--- src/rtl/iterative_divider_if.sv ---
// Shared types and request/response interface for iterative_divider.
//   iterative_divider_pkg : XLEN default width, div_ops_e opcodes, fu_state_e occupancy.
//   iterative_divider_if  : groups the issue-side request (valid_i, operation_i,
//                           dividend_i, divisor_i, clear_i) and the writeback-side
//                           response (fu_state_o, result_o, valid_o, divide_by_zero_o).
//     master : issue logic / testbench side (drives the *_i signals)
//     slave  : divider side (drives the *_o signals)

package iterative_divider_pkg;
    parameter int unsigned XLEN = 32;

    typedef enum logic [1:0] {
        DIV_  = 2'd0,
        DIVU_ = 2'd1,
        REM_  = 2'd2,
        REMU_ = 2'd3
    } div_ops_e;

    typedef enum logic {
        FREE = 1'b0,
        BUSY = 1'b1
    } fu_state_e;
endpackage

interface iterative_divider_if #(
    parameter int unsigned WIDTH = iterative_divider_pkg::XLEN
);
    import iterative_divider_pkg::*;

    logic             valid_i;
    div_ops_e         operation_i;
    logic [WIDTH-1:0] dividend_i;
    logic [WIDTH-1:0] divisor_i;
    logic             clear_i;
    fu_state_e        fu_state_o;
    logic [WIDTH-1:0] result_o;
    logic             valid_o;
    logic             divide_by_zero_o;

    modport master (
        output valid_i, operation_i, dividend_i, divisor_i, clear_i,
        input  fu_state_o, result_o, valid_o, divide_by_zero_o
    );

    modport slave (
        input  valid_i, operation_i, dividend_i, divisor_i, clear_i,
        output fu_state_o, result_o, valid_o, divide_by_zero_o
    );
endinterface

--- src/rtl/iterative_divider.sv ---
// Multi-cycle restoring radix-2 integer divider with RV32M DIV/DIVU/REM/REMU
// semantics at any WIDTH >= 2.
// Ports:
//   clk_i   : clock, rising edge
//   rst_n_i : asynchronous active-low reset
//   bus     : iterative_divider_if.slave (request in, FREE/BUSY + registered result out)
// Optional build macro: DIV_EARLY_OUT_EN -- PREP jumps straight to DONE for
// divide-by-zero, overflow and |dividend| < |divisor|.

module iterative_divider
    import iterative_divider_pkg::*;
#(
    parameter int unsigned WIDTH = XLEN
) (
    input  logic              clk_i,
    input  logic              rst_n_i,
    iterative_divider_if.slave bus
);

    localparam int unsigned      CW       = $clog2(WIDTH) + 1;
    localparam logic [WIDTH-1:0] MOST_NEG = {1'b1, {(WIDTH-1){1'b0}}};

    typedef enum logic [1:0] {IDLE, PREP, DIVIDE, DONE} state_e;

    state_e           state_q, state_d;
    div_ops_e         op_q;
    logic [WIDTH-1:0] dividend_q, divisor_q;
    logic [WIDTH:0]   dvd_q, b_mag_q;
    logic [WIDTH-1:0] quot_q, rem_q;
    logic             q_neg_q, r_neg_q, div0_q, ovf_q;
    logic [CW-1:0]    cnt_q;
    logic [WIDTH-1:0] result_q;
    logic             valid_q, dz_q;

    logic             accept, is_signed, is_rem, div0, ovf, early, ge;
    logic [WIDTH:0]   a_ext, b_ext, a_mag, b_mag, trial;
    logic [WIDTH-1:0] q_fix, r_fix, res;

    // Operand preparation works on the latched operands (PREP state).
    always_comb begin
        accept    = (state_q == IDLE) && bus.valid_i && !bus.clear_i;
        is_signed = (op_q == DIV_) || (op_q == REM_);
        is_rem    = (op_q == REM_) || (op_q == REMU_);
        a_ext     = {is_signed & dividend_q[WIDTH-1], dividend_q};
        b_ext     = {is_signed & divisor_q[WIDTH-1], divisor_q};
        a_mag     = a_ext[WIDTH] ? -a_ext : a_ext;
        b_mag     = b_ext[WIDTH] ? -b_ext : b_ext;
        div0      = (divisor_q == '0);
        ovf       = is_signed && (dividend_q == MOST_NEG) && (divisor_q == '1);
`ifdef DIV_EARLY_OUT_EN
        early     = div0 || ovf || (a_mag < b_mag);
`else
        early     = 1'b0;
`endif
    end

    // One restoring step: bring in the next dividend bit (MSB first, picked by
    // the down-counter) and subtract the divisor if it fits.
    always_comb begin
        trial = {rem_q, 1'(dvd_q >> cnt_q)};
        ge    = (trial >= b_mag_q);
    end

    // Sign fix-up and forced special-case results.
    always_comb begin
        q_fix = q_neg_q ? -quot_q : quot_q;
        r_fix = r_neg_q ? -rem_q : rem_q;
        if (div0_q) begin
            q_fix = '1;
            r_fix = dividend_q;
        end else if (ovf_q) begin
            q_fix = dividend_q;
            r_fix = '0;
        end
        res = is_rem ? r_fix : q_fix;
    end

    always_comb begin
        state_d = state_q;
        unique case (state_q)
            IDLE:    if (accept) state_d = PREP;
            PREP:    state_d = early ? DONE : DIVIDE;
            DIVIDE:  if (cnt_q == '0) state_d = DONE;
            DONE:    state_d = IDLE;
            default: state_d = IDLE;
        endcase
        if (bus.clear_i) state_d = IDLE;
    end

    always_ff @(posedge clk_i or negedge rst_n_i) begin
        if (!rst_n_i) state_q <= IDLE;
        else          state_q <= state_d;
    end

    always_ff @(posedge clk_i or negedge rst_n_i) begin
        if (!rst_n_i) begin
            op_q       <= DIV_;
            dividend_q <= '0;
            divisor_q  <= '0;
            dvd_q      <= '0;
            b_mag_q    <= '0;
            quot_q     <= '0;
            rem_q      <= '0;
            q_neg_q    <= 1'b0;
            r_neg_q    <= 1'b0;
            div0_q     <= 1'b0;
            ovf_q      <= 1'b0;
            cnt_q      <= '0;
            result_q   <= '0;
            valid_q    <= 1'b0;
            dz_q       <= 1'b0;
        end else begin
            valid_q <= 1'b0;
            if (accept) begin
                op_q       <= bus.operation_i;
                dividend_q <= bus.dividend_i;
                divisor_q  <= bus.divisor_i;
            end
            if (state_q == PREP) begin
                dvd_q   <= a_mag;
                b_mag_q <= b_mag;
                q_neg_q <= is_signed & (dividend_q[WIDTH-1] ^ divisor_q[WIDTH-1]);
                r_neg_q <= is_signed & dividend_q[WIDTH-1];
                div0_q  <= div0;
                ovf_q   <= ovf;
                cnt_q   <= CW'(WIDTH - 1);
                quot_q  <= '0;
                // Early-out for |a| < |b| leaves the dividend as the remainder.
                rem_q   <= early ? WIDTH'(a_mag) : '0;
            end
            if (state_q == DIVIDE) begin
                rem_q  <= ge ? WIDTH'(trial - b_mag_q) : WIDTH'(trial);
                quot_q <= {quot_q[WIDTH-2:0], ge};
                if (cnt_q != '0) cnt_q <= cnt_q - 1'b1;
            end
            if ((state_q == DONE) && !bus.clear_i) begin
                result_q <= res;
                dz_q     <= div0_q;
                valid_q  <= 1'b1;
            end
        end
    end

    assign bus.fu_state_o       = (state_q == IDLE) ? FREE : BUSY;
    assign bus.result_o         = result_q;
    assign bus.valid_o          = valid_q;
    assign bus.divide_by_zero_o = dz_q;

endmodule

--- src/flat_wrapper.sv ---
// flat-port wrapper written by rule: the top's interface ports become plain ports
module iterative_divider_flat import iterative_divider_pkg::*;
#(
    parameter int unsigned WIDTH = XLEN
)
  (clk_i, rst_n_i, bus_valid_i, bus_operation_i, bus_dividend_i, bus_divisor_i, bus_clear_i, bus_fu_state_o, bus_result_o, bus_valid_o, bus_divide_by_zero_o);
  iterative_divider_if #(.WIDTH(WIDTH)) bus_i ();
  input  logic clk_i;
  input  logic rst_n_i;
  input wire logic [$bits(bus_i.valid_i)-1:0] bus_valid_i;
  input wire logic [$bits(bus_i.operation_i)-1:0] bus_operation_i;
  input wire logic [$bits(bus_i.dividend_i)-1:0] bus_dividend_i;
  input wire logic [$bits(bus_i.divisor_i)-1:0] bus_divisor_i;
  input wire logic [$bits(bus_i.clear_i)-1:0] bus_clear_i;
  output wire logic [$bits(bus_i.fu_state_o)-1:0] bus_fu_state_o;
  output wire logic [$bits(bus_i.result_o)-1:0] bus_result_o;
  output wire logic [$bits(bus_i.valid_o)-1:0] bus_valid_o;
  output wire logic [$bits(bus_i.divide_by_zero_o)-1:0] bus_divide_by_zero_o;
  assign bus_i.valid_i = bus_valid_i;
  assign bus_i.operation_i = bus_operation_i;
  assign bus_i.dividend_i = bus_dividend_i;
  assign bus_i.divisor_i = bus_divisor_i;
  assign bus_i.clear_i = bus_clear_i;
  assign bus_fu_state_o = bus_i.fu_state_o;
  assign bus_result_o = bus_i.result_o;
  assign bus_valid_o = bus_i.valid_o;
  assign bus_divide_by_zero_o = bus_i.divide_by_zero_o;
  iterative_divider #(.WIDTH(WIDTH)) u_core (.clk_i(clk_i), .rst_n_i(rst_n_i), .bus(bus_i));
endmodule
--- config.mk ---
export PLATFORM = sky130hd
export DESIGN_NAME = iterative_divider_flat
export DESIGN_NICKNAME = d
export VERILOG_FILES = /design/src/rtl/iterative_divider_if.sv /design/src/rtl/iterative_divider.sv /design/src/flat_wrapper.sv
export SDC_FILE = /design/constraint.sdc
export NUM_CORES = 1
export LEC_CHECK = 0
export CORE_ASPECT_RATIO = 0.5
export CORE_MARGIN = 5
export CORE_UTILIZATION = 30
export DETAILED_ROUTE_END_ITERATION = 8
export PLACE_DENSITY = 0.48
export SYNTH_ARGS = -nofsm -noshare
export SYNTH_HDL_FRONTEND = slang
export SYNTH_SLANG_ARGS = --single-unit
--- constraint.sdc ---
create_clock -name clk_i -period 6.16 [get_ports clk_i]
set_input_delay 1.54 -clock clk_i [delete_from_list [all_inputs] [get_ports clk_i]]
set_output_delay 1.54 -clock clk_i [all_outputs]
set_load 0.1 [all_outputs]
# Word level (Yosys, flattened, before mapping)
# Cells that the tools add are included.
[op_classes]
add_sub_neg = 6
mul = 0
n_div = 0
magnitude_cmp = 1
eq_ne = 9
shifts = 1
muxes = 22
bitwise_logic = 4
n_reduce_logical = 15
[op_table]
columns = ["operator", "n"]
rows = [
  ["32-bit two-way mux", 11],
  ["33-bit two-way mux", 2],
  ["33-bit negator", 2],
  ["32-bit == test, second input constant", 2],
  ["32-bit negator", 2],
  ["33-bit >= comparator", 1],
  ["33-bit by 6-bit right shift with 1-bit output", 1],
  ["32-bit zero test", 1],
  ["32-bit subtractor", 1],
  ["6-bit two-way mux", 3],
  ["2-bit == test, second input constant", 4],
  ["2-bit one-hot mux with 4 select lines", 1],
  ["6-bit zero test", 1],
  ["2-bit two-way mux", 3],
  ["3-bit by 2-bit inequality test with 1-bit output, second input constant", 2],
  ["6-bit nonzero test", 1],
  ["6-bit by 1-bit subtractor with 6-bit output, second input constant", 1],
  ["1-bit logical AND", 5],
  ["2-bit zero test", 2],
  ["1-bit AND", 3],
  ["2-bit by 1-bit == test with 1-bit output, second input constant", 1],
  ["1-bit logical OR", 2],
  ["1-bit two-way mux", 2],
  ["2-bit AND reduction", 1],
  ["other kinds (3)", 3],
]
[word_totals]
regBits = 242
latch_bits = 0
mem_bits_rw = 0
rom_bits = 0
input_bits = 70
output_inout_bits = 35
word_cells = 74
n_memories = 0

# Logic depth before layout (Yosys ltp)
[logic_depth]
word_depth = 6
depth_mapped = 19
ltp_nobuf = 17

# Worst setup path before layout
# Ideal clock, no wire load.
[synth_path]
path_type = "flip-flop to flip-flop"
from = "register u_core.cnt_q[0]"
to = "register u_core.rem_q[30]"
setup_ns = 0.130
arrival_ns = 4.251
required_ns = 6.030
path_slack_ns = 1.779
stages_incl_launch_ff = 20
n_path_buf = 2
period_less_slack_ns = 4.381
path_cell_list = "dfrtp_1 > clkbuf_1 > buf_2 > mux4_2 > mux4_2 > mux2i_1 > nor2_1 > a31oi_1 > ha_1 > inv_1 > fa_1 > a211oi_1 > o21ai_0 > nand3_1 > a31oi_1 > nand3_1 > o21ai_0 > a211oi_1 > xor2_1 > o21ai_0"
[synth_between]
elab_chain_len = 4
elab_cells_between_ends = 5
cone_classes = "add/sub (1); order compare (1); shift (1); mux (2)"
[synth_rtl]
columns = ["item", "line_no", "rtl"]
rows = [
  ["from (decl)", "iterative_divider.sv:31", "logic [CW-1:0] cnt_q;"],
  ["from (signal assigned)", "iterative_divider.sv:126", "cnt_q <= CW'(WIDTH - 1);"],
  ["from (signal assigned)", "iterative_divider.sv:134", "if (cnt_q != '0) cnt_q <= cnt_q - 1'b1;"],
  ["33-bit by 6-bit right shift with 1-bit output *", "iterative_divider.sv:60", "trial = {rem_q, 1'(dvd_q >> cnt_q)};"],
  ["32-bit subtractor or 33-bit >= comparator (tied branches)", "iterative_divider.sv:132, iterative_divider.sv:61", ""],
  ["32-bit two-way mux *", "iterative_divider.sv:132", "rem_q <= ge ? WIDTH'(trial - b_mag_q) : WIDTH'(trial);"],
  ["32-bit two-way mux *", "iterative_divider.sv:131", "if (state_q == DIVIDE) begin"],
  ["to (signal assigned)", "iterative_divider.sv:129", "rem_q <= early ? WIDTH'(a_mag) : '0;"],
  ["to (signal assigned)", "iterative_divider.sv:132", ""],
  ["to (decl)", "iterative_divider.sv:29", "logic [WIDTH-1:0] quot_q, rem_q;"],
]
# Mark *: on every way between the ends. The rest lies on a longest branch, timed or not.
# A chain may end at the register's enable or synchronous reset.

# Worst setup path in the final report
[layout_path]
from = "register u_core.cnt_q[0]"
to = "register u_core.rem_q[4]"
# Same word-level chain as after synthesis.

==> results by group <==
Power
  • Pwr Total: 0.00833 W
  • Internal: 0.00462 W
  • Switch Pwr: 0.00370 W
  • Peak VDD IR: 0.271 mV
  • P per Cell Area: between 400 and 500 mW/mm^2
  • P_leak: between 7 and 8 nW
  • Switching share of power: 44.5%
  • Share of power burned in combinational logic: around 44%
  • Clock power frac: 21.6%
  • Reg power frac: 34.2%

Cells and area
  • Fraction of layout cells with a size suffix above 1: 10.5%
  • Fin nets: about 1800
  • Synthesis-to-finish area growth: 18.1%
  • Final std cells w/o fill: 2306
  • Antenna fix cells: 0

Global routing
  • Grt ovf: 0
  • Vias in the first global route: between 10000 and 15000
  • First-pass GRT wire length: 68700 um
  • Initial antenna violation count: 0
  • Gr usage total: 15.9%
  • Pin count of the biggest net entering global routing: between 100 and 150

Critical path
  • WP depth: 16
  • Setup crit start kind: flip-flop
  • R2R cell count: 16
  • CP required: ~6.6 ns
  • Crit path max-delay cell type: dfrtp_1
  • Kind of critical path: flip-flop to flip-flop
  • CP startpoint: u_core.cnt_q[0]
  • Slowest Stage Delay on Critical Path: 0.76 ns
  • Buf+Inv Stages, Crit Path: 1
  • Worst r2r dst: u_core.rem_q[4]
  • Setup crit end kind: flip-flop
  • Worst setup endpoint: u_core.rem_q[4]
  • Crit path DAT: 5.63 ns
  • Crit path cell chain: mux4_2 -> mux4_2 -> mux2i_1 -> nor2_1 -> a31oi_1 -> ha_1 -> nor2b_1 -> o2111ai_1 -> a21oi_1 -> o311ai_0 -> nand3_1 -> a21oi_4 -> buf_4 -> nor3_1 -> a21oi_1 -> o2bb2ai_1
  • Crit-path max FO: 26
  • Worst path top cell family by delay: compound AO/OA/AOI/OAI gates
  • R2r setup slk: a little over 0.9 ns
  • Reg2reg start: u_core.cnt_q[0]

Synth
  • Synth Flop Type: dfrtp_1
  • Mapped Area: 0.0146 sq mm
  • Post-synthesis cell count: ~1600
  • Cell taking the most area after synthesis: dfrtp_1
  • Sequential fraction of the synthesis area: between 40% and 50%
  • Top post-synthesis cells by count: 242 x dfrtp_1, 146 x a21oi_1, 141 x nor2_1
  • Post-synth ARST share: 100%
  • Mapped Nets: between 1500 and 2000
  • Unique cell type count in the Yosys netlist: 67
  • Post-synth top area share: 41.4%
  • Synthesis-stage register bit count: 242
  • Syn_area_per_cell: 9.26 sq um
  • Post-synth EDFFs: 0
  • Yosys warns: 0
  • Area contributors post-synth: dfrtp_1 41%, xnor2_1 5.6%, mux2_2 5.5%
  • Count leader, synth: dfrtp_1

Run
  • Max Cap Violations: 0

Hold path
  • Hold WC Path Type: flip-flop to flip-flop
  • Hold Path Cell Cnt: 2

Clock tree
  • Clock root buffer: clkbuf_16
  • Post_cts resized: 0
  • Insertion delay to the later sink of the worst-skew pair: ~0.55 ns
  • Hold buffers post-CTS: 0
  • CTS Buf Count: 26
  • CTS max path bufs: 3
  • Htree depth: 1
  • Clock sink count: 242
  • Setup Buffers After CTS: 0
  • Clock transition at path regs: around 0.070 ns
  • CTS tree: done

Timing
  • Hold Violations, Final: 0
  • RSZ-0062 raised after global routing: false
  • Layout Skew: between 0.01 and 0.015 ns
  • Max transition margin: a little over a fifth
  • Fin. max-slew vios: 0
  • Worst Tran Pin Value: ~1.2 ns
  • Setup Viol. Count Final: 0
  • Hold_ws: 0.482 ns
  • Setup TNS: 0 ns
  • FMAX: 0.191 GHz
  • Final min period: 5.24 ns
  • Period utilisation layout: about 85%

Detailed routing
  • Vias after detailed routing: 11800
  • Vias per inst: 5.11
  • DRT Pass-1 Iters: 5
  • WL final: 43900 um
  • DRC Markers: 0
  • DR iter-0 viols: 805
  • Final ANT Viol Nets: 0
  • Routed length per instance: around 19 um

Floorplan
  • FP Rows: 57
  • Area of the die: 0.0536 sq mm
  • Die width: ~320 um
  • Die height: 166 um
  • Core ar.: between 0.04 and 0.05 sq mm
  • Initial Utilization: 30.3%
  • IO Count: 105

Placed design
  • Dpl cells: 2258
  • Gpl congestion: 0.842
  • Port Buffer Count: 104
  • Detailed Place HPWL: 32300 um

Status
  • Status: completed
[per-stage QoR]
stage / setup slack [ns] / utilization (%) / cell area, sq um
after floorplan: 1.78 / - / 14600
after global placement: 1.05 / 33.8 / 16300
after detailed placement: 0.937 / 33.8 / 16300
after CTS: 0.901 / 35.8 / 17300
after global routing: 0.431 / 35.8 / 17300
final: 0.917 / 35.8 / 17300
[tightest hold or removal path, delay by kind of cell, from the launching register on]
family,cells,cell delay (ns)
flip-flops,1,0.34
AO/OA/AOI/OAI,1,0.06
AND/OR/NAND/NOR,1,0.05
[power groups by stage]
stage	registers (W)	clock network (W)	logic, W
5_1_grt	0.00293	0.00192	0.00405
6_report	0.00285	0.00180	0.00368
2_1_floorplan	0.00306	0	0.00242
3_3_place_gp	0.00289	0	0.00368
4_1_cts	0.00287	0.00186	0.00370
3_5_place_dp	0.00290	0	0.00368
[routing by layer]
metal,share of wire [%],vias up,global-route usage [%]
li1,-,5803,-
met1,48,5735,23.3
met2,46,197,25.0
met3,4.0,42,2.55
met4,1.9,0,3.00
met5,0,-,0
[placed cells by master, fill, tap and decap left out, drive strengths merged, types with 53 or more instances in the layout]
master	netlist	layout
mux2	71	71
xor2	53	53
xnor2	93	93
a21oi	147	147
nand2	88	88
dfrtp	242	242
clkdlybuf4s50	0	103
nor2	141	141
inv	97	97
o21ai	115	115
[how the worst min path moves through the flow]
stage	startpoint	endpoint
6_report	u_core.bus.result_o[5]	u_core.bus.result_o[5]
3_5_place_dp	u_core.bus.result_o[8]	u_core.bus.result_o[8]
4_1_cts	u_core.bus.result_o[8]	u_core.bus.result_o[8]
5_1_grt	u_core.bus.result_o[4]	u_core.bus.result_o[4]
3_3_place_gp	u_core.bus.result_o[8]	u_core.bus.result_o[8]
2_1_floorplan	u_core.b_mag_q[32]	u_core.b_mag_q[32]
[area by class of cell]
type                            instances  area, sq um
Clock inverter                         15          234
Sequential cell                       242         6060
Clock buffer                           33          738
Inverter                               97          364
Tap cell                              649          812
Multi-Input combinational cell       1147         7890
Timing Repair Buffer                  123         1200
Fill cell                            4995        31100
[flip-flops by register name, indices dropped and copies added, names as in the netlist]
| name | flops |
|---|---|
| u_core.div0_q | 1 |
| u_core.bus.result_o | 32 |
| u_core.r_neg_q | 1 |
| u_core.q_neg_q | 1 |
| u_core.dividend_q | 32 |
| u_core.b_mag_q | 33 |
| u_core.dvd_q | 33 |
| u_core.bus.valid_o | 1 |
| u_core.divisor_q | 32 |
| u_core.ovf_q | 1 |
| u_core.rem_q | 32 |
| u_core.cnt_q | 6 |
| u_core.op_q | 2 |
| u_core.quot_q | 32 |
| u_core.bus.divide_by_zero_o | 1 |
| u_core.state_q | 2 |
[kinds of logic (layout without fill, tap and decap cells)]
kind of cell,count (synthesis),count (layout),share of synthesized area [%]
AOI/OAI and AO/OA,455,455,19.6
buffers and inverters,191,268,4.92
and+or+nand+nor,404,404,13.4
DFF,242,242,41.4
adders and majority gates,46,46,3.98
muxes,96,96,8.03
xor gates and xnor gates,146,146,8.74
(Power assumes the default switching activity.)
==> RTL edit (config.mk and constraints unchanged) <==
Change the package constant `XLEN` from 32 to 16.
--- a/src/rtl/iterative_divider_if.sv
+++ b/src/rtl/iterative_divider_if.sv
@@ -9,3 +9,3 @@
 package iterative_divider_pkg;
-    parameter int unsigned XLEN = 32;
+    parameter int unsigned XLEN = 16;
 
Interface: changed (resized bus_dividend_i, bus_divisor_i and bus_result_o); port bits go from 105 to 57. The function was not compared with the original's and may differ.
==> RTL edit against the unedited design <==
Sequential cell count decreased by 113. Routed wire length decreased by 52%. Largest power group unchanged. Total power decreased by 47%. Cell area decreased by 47%. Synthesized area decreased by 47%. Setup slack improved by 1400 ps. Sequential share of layout area increased by 0.23 points. Maximum frequency increased by 36%. Via count decreased by 47%. Largest cell class unchanged. First-iteration DRC count decreased by 22%.
==> RTL edit: results (changes against the unedited design) <==
----------------------------------------------------
[Status]
  Status ... finished, final reports clean

[Min path]
  Hold path start ... u_core.bus.result_o[1]$_DFFE_PN0P_
  Hold Crit Endpoint ... u_core.bus.result_o[1]$_DFFE_PN0P_

[Yosys]
  Adder and majority cell fraction of the synthesized area ... 0.0481 (+0.00830)
  Compound-cell area share of the yosys netlist ... 0.192 (-0.00386)
  Post-Synthesis Cells ... 813 (-49%)
  Share of cell area taken by muxes after synthesis ... 0.0873 (+0.00705)
  Post-synthesis cell type count ... 65 (-3.0%)
  Xor and xnor area share after synthesis ... 0.0774 (-0.00996)
  Synthesized net count ... 880 (-48%)
  Most numerous cell types in the synthesized netlist ... sky130_fd_sc_hd__dfrtp_1, sky130_fd_sc_hd__nor2_1, sky130_fd_sc_hd__inv_1, sky130_fd_sc_hd__a21oi_1, sky130_fd_sc_hd__xnor2_1
  Ranking of synthesized cells by area ... sky130_fd_sc_hd__dfrtp_1, sky130_fd_sc_hd__mux2_2, sky130_fd_sc_hd__xnor2_1, sky130_fd_sc_hd__ha_1, sky130_fd_sc_hd__a21oi_1

[Global route]
  Largest net degree at the start of global routing ... 89 (-23%)
  Met1 track demand over resource in global routing ... 0.209 (-0.0236)
  Met2 global-route usage ... 0.225 (-0.0249)
  Overall global routing resource usage ... 0.146 (-0.0128)
  Global-route track usage on met3 ... 0.0321 (+0.00664)
  Vias in the first global route ... 6,079 (-47%)
  First-pass GRT wire length ... 33,800 microns (-51%)

[Placed design]
  Weighted congestion reported at the end of routability-driven placement ... 0.837 (-0.62%)
  Dpl hpwl ... 15,600 microns (-52%)
  IO buf count ... 56 (-46%)
  Cell Area, Placed ... 0.00859 sq mm (-47%)
  Number of placed cells counting well taps ... 1,179 (-48%)

[Drt]
  Post-detailed-route wirelength per cell ... 17.3 microns (-9.0%)
  Routed length on met1 ... 10,400 microns (-51%)
  Aggregate routed wire length ... 21,000 microns (-52%)
  Met3 Wirelength ... 835 microns (-53%)
  Met2 Wirelength ... 9500 microns (-53%)
  Mean number of vias per cell ... 5.15 (+0.83%)

[CTS]
  H-tree lvl count ... 4 (+3)
  Worst-Skew Late Latency ... 420 ps (-130 ps)

[Pwr]
  Static leakage ... 3.82 nW (-47%)
  Internal power summed over all cells ... 2.47 mW (-47%)
  Switching pwr ... 1.94 mW (-48%)
  Comb group ... 1.91 mW (-48%)

[Finish]
  Largest registers ... u_core.b_mag_q (17), u_core.dvd_q (17)
  Net total in the final layout ... 921 (-47%)
  Filler Cell Count ... 2,587 (-48%)

[Setup path]
  Register-to-register setup slack ... 2560 ps (+1640 ps)
  Delay of the slowest critical-path stage ... 1130 ps (+370 ps)
  CP max FO ... 4 (-85%)
  Worst Reg2Reg Path Length in Cells ... 13 (-3)
  Crit path max-delay cell type ... sky130_fd_sc_hd__clkdlybuf4s50_1

[Timing]
  Worst Hold Slack ... 473 ps (-8.25 ps)
  Setup Skew ... 7.58 ps (-3.42 ps)
  Max transition margin ... 0.331 (+0.122)

----------------------------------------------------
==> RTL edit: changes by cell type after synthesis, moves of 30 or more <==
cell / change
sky130_fd_sc_hd__dfrtp_1: -113
sky130_fd_sc_hd__a21oi_1: -87
sky130_fd_sc_hd__nor2_1: -70
sky130_fd_sc_hd__o21ai_0: -60
sky130_fd_sc_hd__clkbuf_1: -51
sky130_fd_sc_hd__nand2_1: -49
sky130_fd_sc_hd__xnor2_1: -41
sky130_fd_sc_hd__xor2_1: -37
sky130_fd_sc_hd__inv_1: -34
sky130_fd_sc_hd__mux2_2: -30
==> RTL edit: how the worst max path moves through the flow <==
stage | start | to | cells after the start
global placement | bus_clear_i | u_core.bus.result_o[15]$_DFFE_PN0P_ | 8
floorplan | u_core.cnt_q[0]$_DFF_PN0_ | u_core.rem_q[14]$_DFFE_PN0P_ | 14
CTS | u_core.state_q[1]$_DFFE_PN0P_ | bus_fu_state_o | 4
global route | u_core.state_q[1]$_DFFE_PN0P_ | bus_fu_state_o | 4
finish | u_core.state_q[1]$_DFFE_PN0P_ | bus_fu_state_o | 4
detailed placement | u_core.cnt_q[0]$_DFF_PN0_ | u_core.rem_q[14]$_DFFE_PN0P_ | 13
==> RTL edit: cell type report <==
type,count,area [sq um],share of cell area
Clock buffer,21,460,0.0503
Multi-Input combinational cell,583,4090,0.446
Tap cell,344,430,0.0470
Clock inverter,10,111,0.0122
Inverter,60,225,0.0246
Sequential cell,129,3230,0.353
Timing Repair Buffer,63,614,0.0671
==> RTL edit: critical path: cells and delay by family, from the launching register on <==
family | cells | cell delay [ps]
fa+ha+maj | 1 | 210
buf+inv | 3 | 1290
flops | 1 | 390
